$ cat src/rtl/node_driver_if.sv
// Signal bundle between node_driver, its upstream word source, the compute node
// and the downstream result consumer.
interface node_driver_if #(
    parameter int NUM_WORDS = 28
);
    logic                     s_valid;
    logic                     s_ready;
    logic [4:0]               s_data;
    logic                     s_last;

    logic [5*NUM_WORDS-1:0]   node_params;
    logic                     node_in_ready;
    logic [16:0]              node_out0;
    logic [16:0]              node_out1;
    logic                     node_out_ready;

    logic                     m_valid;
    logic                     m_ready;
    logic [33:0]              m_data;

    logic                     busy;
    logic                     err_frame;
    logic                     err_timeout;

    modport slave (
        input  s_valid, s_data, s_last,
        input  node_out0, node_out1, node_out_ready,
        input  m_ready,
        output s_ready, node_params, node_in_ready,
        output m_valid, m_data,
        output busy, err_frame, err_timeout
    );

    modport master (
        output s_valid, s_data, s_last,
        output node_out0, node_out1, node_out_ready,
        output m_ready,
        input  s_ready, node_params, node_in_ready,
        input  m_valid, m_data,
        input  busy, err_frame, err_timeout
    );
endinterface

$ cat src/rtl/node_driver.sv
// Collects one frame of 5-bit words into a parameter register, fires the node,
// waits (bounded) for its result and hands the result downstream.
//
// state  | meaning
// LOAD   | accepting frame words into node_params
// FIRE   | one-cycle start pulse to the node
// WAIT   | waiting for node_out_ready, bounded by TIMEOUT
// RESULT | presenting m_data until downstream accepts
module node_driver #(
    parameter int NUM_WORDS = 28,
    parameter int TIMEOUT   = 15
) (
    input logic          clk,
    input logic          rst_n,
    node_driver_if.slave bus
);
    localparam int IW = (NUM_WORDS > 1) ? $clog2(NUM_WORDS) : 1;
    localparam int CW = (TIMEOUT > 1) ? $clog2(TIMEOUT + 1) : 1;
    localparam logic [IW-1:0] LAST_IDX  = IW'(NUM_WORDS - 1);
    localparam logic [CW-1:0] CNT_LIMIT = CW'(TIMEOUT - 1);

    typedef enum logic [1:0] {
        LOAD   = 2'd0,
        FIRE   = 2'd1,
        WAIT   = 2'd2,
        RESULT = 2'd3
    } state_t;

    state_t                 state;
    state_t                 state_nxt;
    logic [IW-1:0]          idx;
    logic [IW-1:0]          idx_nxt;
    logic [CW-1:0]          cnt;
    logic [CW-1:0]          cnt_nxt;
    logic [5*NUM_WORDS-1:0] params_q;
    logic [33:0]            m_data_q;
    logic                   in_ready_q;
    logic                   m_valid_q;
    logic                   err_frame_q;
    logic                   err_timeout_q;

    logic                   accept;
    logic                   capture;
    logic                   in_ready_nxt;
    logic                   m_valid_nxt;
    logic                   err_frame_nxt;
    logic                   err_timeout_nxt;

    always_comb begin
        state_nxt       = state;
        idx_nxt         = idx;
        cnt_nxt         = cnt;
        accept          = 1'b0;
        capture         = 1'b0;
        in_ready_nxt    = 1'b0;
        m_valid_nxt     = 1'b0;
        err_frame_nxt   = 1'b0;
        err_timeout_nxt = 1'b0;

        case (state)
            LOAD: begin
                accept = bus.s_valid;
                if (accept) begin
                    if (idx == LAST_IDX) begin
                        idx_nxt = '0;
                        if (bus.s_last) begin
                            state_nxt    = FIRE;
                            in_ready_nxt = 1'b1;
                        end else begin
                            err_frame_nxt = 1'b1;
                        end
                    end else if (bus.s_last) begin
                        idx_nxt       = '0;
                        err_frame_nxt = 1'b1;
                    end else begin
                        idx_nxt = idx + 1'b1;
                    end
                end
            end

            FIRE: begin
                state_nxt = WAIT;
                cnt_nxt   = '0;
            end

            WAIT: begin
                if (bus.node_out_ready) begin
                    capture     = 1'b1;
                    m_valid_nxt = 1'b1;
                    state_nxt   = RESULT;
                end else if (cnt == CNT_LIMIT) begin
                    // TIMEOUT cycles spent in WAIT without a result
                    err_timeout_nxt = 1'b1;
                    cnt_nxt         = '0;
                    state_nxt       = LOAD;
                end else begin
                    cnt_nxt = cnt + 1'b1;
                end
            end

            RESULT: begin
                if (bus.m_ready) begin
                    state_nxt = LOAD;
                end else begin
                    m_valid_nxt = 1'b1;
                end
            end

            default: begin
                state_nxt = LOAD;
                idx_nxt   = '0;
                cnt_nxt   = '0;
            end
        endcase
    end

    always_ff @(posedge clk or negedge rst_n) begin
        if (!rst_n) begin
            state         <= LOAD;
            idx           <= '0;
            cnt           <= '0;
            in_ready_q    <= 1'b0;
            m_valid_q     <= 1'b0;
            err_frame_q   <= 1'b0;
            err_timeout_q <= 1'b0;
        end else begin
            state         <= state_nxt;
            idx           <= idx_nxt;
            cnt           <= cnt_nxt;
            in_ready_q    <= in_ready_nxt;
            m_valid_q     <= m_valid_nxt;
            err_frame_q   <= err_frame_nxt;
            err_timeout_q <= err_timeout_nxt;
        end
    end

    // Parameter slots only move on accepted words, so they stay frozen while the node computes.
    always_ff @(posedge clk or negedge rst_n) begin
        if (!rst_n) begin
            params_q <= '0;
        end else if (accept) begin
            for (int k = 0; k < NUM_WORDS; k++) begin
                if (idx == IW'(k)) begin
                    params_q[5*k +: 5] <= bus.s_data;
                end
            end
        end
    end

    always_ff @(posedge clk or negedge rst_n) begin
        if (!rst_n) begin
            m_data_q <= '0;
        end else if (capture) begin
            m_data_q <= {bus.node_out1, bus.node_out0};
        end
    end

    assign bus.s_ready       = (state == LOAD);
    assign bus.busy          = (state != LOAD);
    assign bus.node_params   = params_q;
    assign bus.node_in_ready = in_ready_q;
    assign bus.m_valid       = m_valid_q;
    assign bus.m_data        = m_data_q;
    assign bus.err_frame     = err_frame_q;
    assign bus.err_timeout   = err_timeout_q;

endmodule

$ cat src/flat_wrapper.sv
// flat-port wrapper written by rule: the top's interface ports become plain ports
module node_driver_flat 
#(
    parameter int NUM_WORDS = 28,
    parameter int TIMEOUT   = 15
)
  (clk, rst_n, bus_s_valid, bus_s_data, bus_s_last, bus_node_out0, bus_node_out1, bus_node_out_ready, bus_m_ready, bus_s_ready, bus_node_params, bus_node_in_ready, bus_m_valid, bus_m_data, bus_busy, bus_err_frame, bus_err_timeout);
  node_driver_if #(.NUM_WORDS(NUM_WORDS)) bus_i ();
  input logic clk;
  input logic rst_n;
  input wire logic [$bits(bus_i.s_valid)-1:0] bus_s_valid;
  input wire logic [$bits(bus_i.s_data)-1:0] bus_s_data;
  input wire logic [$bits(bus_i.s_last)-1:0] bus_s_last;
  input wire logic [$bits(bus_i.node_out0)-1:0] bus_node_out0;
  input wire logic [$bits(bus_i.node_out1)-1:0] bus_node_out1;
  input wire logic [$bits(bus_i.node_out_ready)-1:0] bus_node_out_ready;
  input wire logic [$bits(bus_i.m_ready)-1:0] bus_m_ready;
  output wire logic [$bits(bus_i.s_ready)-1:0] bus_s_ready;
  output wire logic [$bits(bus_i.node_params)-1:0] bus_node_params;
  output wire logic [$bits(bus_i.node_in_ready)-1:0] bus_node_in_ready;
  output wire logic [$bits(bus_i.m_valid)-1:0] bus_m_valid;
  output wire logic [$bits(bus_i.m_data)-1:0] bus_m_data;
  output wire logic [$bits(bus_i.busy)-1:0] bus_busy;
  output wire logic [$bits(bus_i.err_frame)-1:0] bus_err_frame;
  output wire logic [$bits(bus_i.err_timeout)-1:0] bus_err_timeout;
  assign bus_i.s_valid = bus_s_valid;
  assign bus_i.s_data = bus_s_data;
  assign bus_i.s_last = bus_s_last;
  assign bus_i.node_out0 = bus_node_out0;
  assign bus_i.node_out1 = bus_node_out1;
  assign bus_i.node_out_ready = bus_node_out_ready;
  assign bus_i.m_ready = bus_m_ready;
  assign bus_s_ready = bus_i.s_ready;
  assign bus_node_params = bus_i.node_params;
  assign bus_node_in_ready = bus_i.node_in_ready;
  assign bus_m_valid = bus_i.m_valid;
  assign bus_m_data = bus_i.m_data;
  assign bus_busy = bus_i.busy;
  assign bus_err_frame = bus_i.err_frame;
  assign bus_err_timeout = bus_i.err_timeout;
  node_driver #(.NUM_WORDS(NUM_WORDS), .TIMEOUT(TIMEOUT)) u_core (.clk(clk), .rst_n(rst_n), .bus(bus_i));
endmodule
$ cat config.mk
export PLATFORM = sky130hd
export DESIGN_NAME = node_driver_flat
export DESIGN_NICKNAME = d
export VERILOG_FILES = /design/src/rtl/node_driver_if.sv /design/src/rtl/node_driver.sv /design/src/flat_wrapper.sv
export SDC_FILE = /design/constraint.sdc
export NUM_CORES = 1
export LEC_CHECK = 0
export ABC_AREA = 1
export BUFFER_PORTS_ARGS = -buffer_cell sky130_fd_sc_hd__buf_2
export CAP_MARGIN = 25
export CELL_PAD_IN_SITES_DETAIL_PLACEMENT = 1
export CELL_PAD_IN_SITES_GLOBAL_PLACEMENT = 1
export CORE_UTILIZATION = 35
export CTS_CLUSTER_SIZE = 14
export DETAILED_ROUTE_END_ITERATION = 6
export GPL_TIMING_DRIVEN = 0
export PLACE_DENSITY_LB_ADDON = 0.12
export SLEW_MARGIN = 15
export SYNTH_ARGS = -nofsm -noshare
export SYNTH_HDL_FRONTEND = slang
export SYNTH_SLANG_ARGS = --single-unit
export TNS_END_PERCENT = 5
$ cat constraint.sdc
create_clock -name clk -period 1.37 [get_ports clk]
set_input_delay 0.274 -clock clk [delete_from_list [all_inputs] [get_ports clk]]
set_output_delay 0.274 -clock clk [all_outputs]
set_load 0.02 [all_outputs]
**Word level (Yosys, flattened, before mapping)**

Cells that the tools add are included.

- Bits of input ports: 45
- Word-level logic and storage cells: 138
- Output and inout bits: 180
- Bits in registers: 189

- Reduce and logical (&&, ||, !) cells: 35
- Add/sub/neg operators: 2
- Eq/ne operators: 37
- Muxes and demuxes: 28

Operators with widths:

| kind | number |
|---|---|
| == test 5 bit (second input constant) | 12 |
| AND reduction 2 bit | 30 |
| == test 5 x 4 -> 1 bit (second input constant) | 8 |
| == test 5 x 3 -> 1 bit (second input constant) | 4 |
| two-way mux 1 bit | 15 |
| two-way mux 2 bit | 6 |
| == test 5 x 2 -> 1 bit (second input constant) | 2 |
| two-way mux 5 bit | 2 |
| two-way mux 4 bit | 2 |
| inequality test 2 bit (second input constant) | 4 |
| one-hot mux 2 bit (4 select lines) | 1 |
| one-hot mux 4 bit (2 select lines) | 1 |
| adder 5 x 1 -> 5 bit (second input constant) | 1 |
| == test 5 x 1 -> 1 bit (second input constant) | 1 |
| logical NOT 5 bit | 1 |
| AND reduction 5 bit | 1 |
| adder 4 x 1 -> 4 bit (second input constant) | 1 |
| == test 2 bit (second input constant) | 2 |
| == test 4 bit (second input constant) | 1 |
| nonzero test 2 bit | 2 |
| inequality test 3 x 2 -> 1 bit (second input constant) | 1 |
| == test 2 x 1 -> 1 bit (second input constant) | 1 |
| logical NOT 2 bit | 1 |
| inequality test 2 x 1 -> 1 bit (second input constant) | 1 |
| one-hot mux 1 bit (2 select lines) | 1 |

**Logic depth before layout (Yosys ltp)**

- Depth in word-level cells: 4
- Gate-level depth with buffers: 8
- Depth with buffers taken out: 7

**Worst setup path before layout**

Ideal clock, no wire load.

- Path type: register to register
- Start point: register u_core.state[1]
- End point: register u_core.params_q[59] (netlist: u_core.bus.node_params[59])
- Setup time: 123 ps
- Arrival time: 1,411 ps
- Buffers on the path: 1
- Clock period less this slack: 1,534 ps
- Cell stages (with the launch flop): 8
- Data required time: 1,247 ps
- Slack: -164 ps
- Cell sequence: dfrtp_1 nor2_4 nand2_4 nor2_8 inv_2 clkbuf_1 o21ai_0 nand2_1

- Word-level cells in the longest chain between the ends: 3

Ends and longest elaborated chain:

| what | RTL line | source |
|---|---|---|
| from (decl) | node_driver.sv:29 | `state_t state;` |
| from (signal assigned) | node_driver.sv:127 | `state <= state_nxt;` |
| logical NOT 2 bit | n/a |  |
| via bus_s_ready | flat_wrapper.sv:18 | `output wire logic [$bits(bus_i.s_ready)-1:0] bus_s_ready;` |
| two-way mux 1 bit | node_driver.sv:60 | `case (state)` |
| AND reduction 2 bit (no line) | n/a |  |
| to (signal, indexed assignment) | node_driver.sv:144 | `params_q[5*k +: 5] <= bus.s_data;` |
| to (decl) | node_driver.sv:35 | `logic [5*NUM_WORDS-1:0] params_q;` |

The timed path passes the listed nets, and every way through them passes these cells.
A chain may end at the register's enable or synchronous reset.

**Worst setup path after layout**

- Start point: register u_core.state[1]
- End point: output bus_busy

- Word-level cells in the longest chain between the ends: 1

Ends and longest elaborated chain:

| what | RTL line | source |
|---|---|---|
| nonzero test 2 bit | node_driver.sv:159 | `assign bus.busy = (state != LOAD);` |
| to (decl) | flat_wrapper.sv:23 | `output wire logic [$bits(bus_i.busy)-1:0] bus_busy;` |

Every way passes these cells.

==> metrics.txt <==
gate count after technology mapping=772; # fillers=2526; endpoints failing setup=165; Clk pwr share=21.6%; violated checks=negative setup slack; placed wire-length estimate=16.5 mm; Syn Area/Cell=10.1 um2; leak pwr=0.00582 uW; final hold vios=0; PD cells=2090 nW/um2; number of DRC markers in iteration 0=204; Setup Skew=0.0126 ns; Netlist cell types=28; Post-Place Cells=1278; yosys warns=0; Worst Setup Path Type=reg2out; grt ovf=0; clk slew on worst S/H paths=0.07 ns; Clock Sinks=189; H-tree levels=4; share of layout cells above drive strength 1=39.7%; starting density of the core=35.7%; WP data arrival=1.34 ns; Wirelength per Cell=17.5 um; CP required=1.10 ns; RSZ-0062 raised after global routing=true; Int Pwr=13100 uW; total CTS buffers=17; hold crit path type=in2reg; Slew Limit Fails=0; TritonRoute pass-1 iters=4; Antenna Nets Post-Route=0; Slew HR=45.8%; DR vias=6289; vias in the first global route=6376; later-pin clock latency in the skew report=0.43 ns; most common cell after layout, fill and taps aside=nand2_1; most frequent cells in the layout=nand2_1 (235), buf_2 (226), dfrtp_1 (184), o21ai_0 (75), o21ai_1 (70); Max VDD drop=0.840 mV; Core Rows=54; Non-Filler Instances=1330; Area growth, synth to finish=36.5%; first-pass GRT wire length=36.5 mm; minimum clock period=1.61 ns; Final Routed Wirelength=23.3 mm; worst slew pin tran=0.813 ns; sequential share of power=37.6%; CTS tree=built; clk buf depth=2; max-cap violation count=0; logic gate share of total power=40.8%; RD Place Congestion=0.738; crit path capture type=primary output; hold slack=0.0442 ns; synthesis-stage register bit count=189; Sw Share=41.0%; die area=22900 um2; run status=finished, violations left; Tcrit/Tclk final=118%; core area=21800 um2; Final Core Density=48.7%; Die Ht=151 um; Setup crit start kind=register; final worst slack=-0.244 ns; syn_nets=822; post-synthesis sequential area ratio=60.7%; DRC=0; nets@finish=1087; Port Buf Inserts=224; r2r setup slk=-0.15 ns; die width=151 um; largest net degree at the start of global routing=89; initial antenna violation count=1; Critical Path Fanout Max=3; switching power=9140 uW; vias per cell=4.73; Mapped Area=7790 um2; Peak Freq=620 MHz; num ports=225; GRT Total Usage=21.0%; Ant. Diodes=0; clk root buf=clkbuf_16
cells in the mapped netlist (all sizes together):
library cell | n | area, um2
xor2 | 3 | 26.3
a21oi | 2 | 10.0
inv | 46 | 175
o21ai | 148 | 741
ha | 5 | 62.6
nand3 | 15 | 95.1
clkbuf | 17 | 63.8
dfrtp | 189 | 4730
nor2 | 33 | 339
nor3 | 6 | 75.1
clkinv | 1 | 3.75
nand4 | 2 | 12.5
nand2 | 256 | 978
mux2 | 34 | 383
buf | 15 | 98.9
final timing paths:
path / startpoint / endpoint / depth (start not counted)
max: u_core.state[1]$_DFFE_PN0P_ / bus_busy / 4
min: bus_s_last / u_core.bus.err_frame$_DFF_PN0_ / 2
max reg2reg: u_core.state[1]$_DFFE_PN0P_ / u_core.bus.node_params[57]$_DFFE_PN0P_ / 8
min reg2reg: u_core.bus.node_params[126]$_DFFE_PN0P_ / u_core.bus.node_params[126]$_DFFE_PN0P_ / 2
max in group asynchronous: rst_n / u_core.idx[0]$_DFFE_PN0P_ / 4
min in group asynchronous: rst_n / u_core.bus.node_params[85]$_DFFE_PN0P_ / 3
registers in the layout (all words and copies together), names as in the netlist:
| name | cells |
|---|---|
| u_core.bus.node_params | 140 |
| u_core.bus.m_data | 34 |
| u_core.idx | 5 |
| u_core.cnt | 4 |
| u_core.state | 2 |
| u_core.bus.err_frame | 1 |
| u_core.bus.err_timeout | 1 |
| u_core.bus.m_valid | 1 |
| u_core.bus.node_in_ready | 1 |
layout make-up:
| cell class | instances | area (um2) | share of cell area [%] |
|---|---|---|---|
| Sequential cell | 189 | 4740 | 44.5 |
| Multi-Input combinational cell | 504 | 3010 | 28.3 |
| Timing Repair Buffer | 246 | 1460 | 13.8 |
| Clock buffer | 19 | 443 | 4.16 |
| Tap cell | 280 | 350 | 3.29 |
| Buffer | 32 | 323 | 3.03 |
| Inverter | 47 | 198 | 1.86 |
| Clock inverter | 13 | 119 | 1.12 |
routing by layer:
layer,wire [um],share of wire [%],up-vias,track usage (%)
met1,10600,46,3106,28.7
li1,-,-,3035,-
met3,1150,4.9,17,4.40
met5,0,0,-,0
met2,11100,48,131,33.7
met4,327,1.4,0,5.85
per-stage QoR:
stage	setup TNS, ns	power (uW)	cell area (um2)	setup WS [ns]
5_1_grt	-26.16	23600	10600	-0.297
2_1_floorplan	-12.88	13300	7820	-0.152
6_report	-11.83	22300	10600	-0.244
4_1_cts	-24.69	22000	10400	-0.220
3_5_place_dp	-50.74	16400	9360	-0.586
3_3_place_gp	-687.91	16200	9290	-3.42
power groups by stage:
stage	Sequential [uW]	Clock [uW]	Combinational, uW
3_5_place_dp	8400	0	8000
5_1_grt	8610	5130	9880
4_1_cts	8370	4960	8720
2_1_floorplan	10400	0	2930
6_report	8360	4810	9100
3_3_place_gp	8360	0	7840
critical path, cell delays in order, from the launching register on:
cell,delay (ns)
dfrtp_2,0.43
nor2_4,0.19
buf_4,0.14
inv_2,0.03
buf_6,0.12
cell families after synthesis:
kind of cell	after synthesis	share of synthesized area [%]
xor gates and xnor gates	3	0.337
muxes	34	4.91
AOI/OAI and AO/OA	150	9.63
adders and majority gates	5	0.803
DFF	189	60.7
buffers and inverters	79	4.38
and+or+nand+nor	312	19.2
what timing repair did:
item / 4_1_cts / 5_1_grt
pin swaps: 33 / 38
setup buffers: 11 / 4
hold buffers: 2 / 1
setup endpoints to repair: 174 / 224
cloned: 1 / 1
endpoints found under the hold margin: 25 / 5
resized for setup: 107 / 92
(Power assumes the default switching activity.)
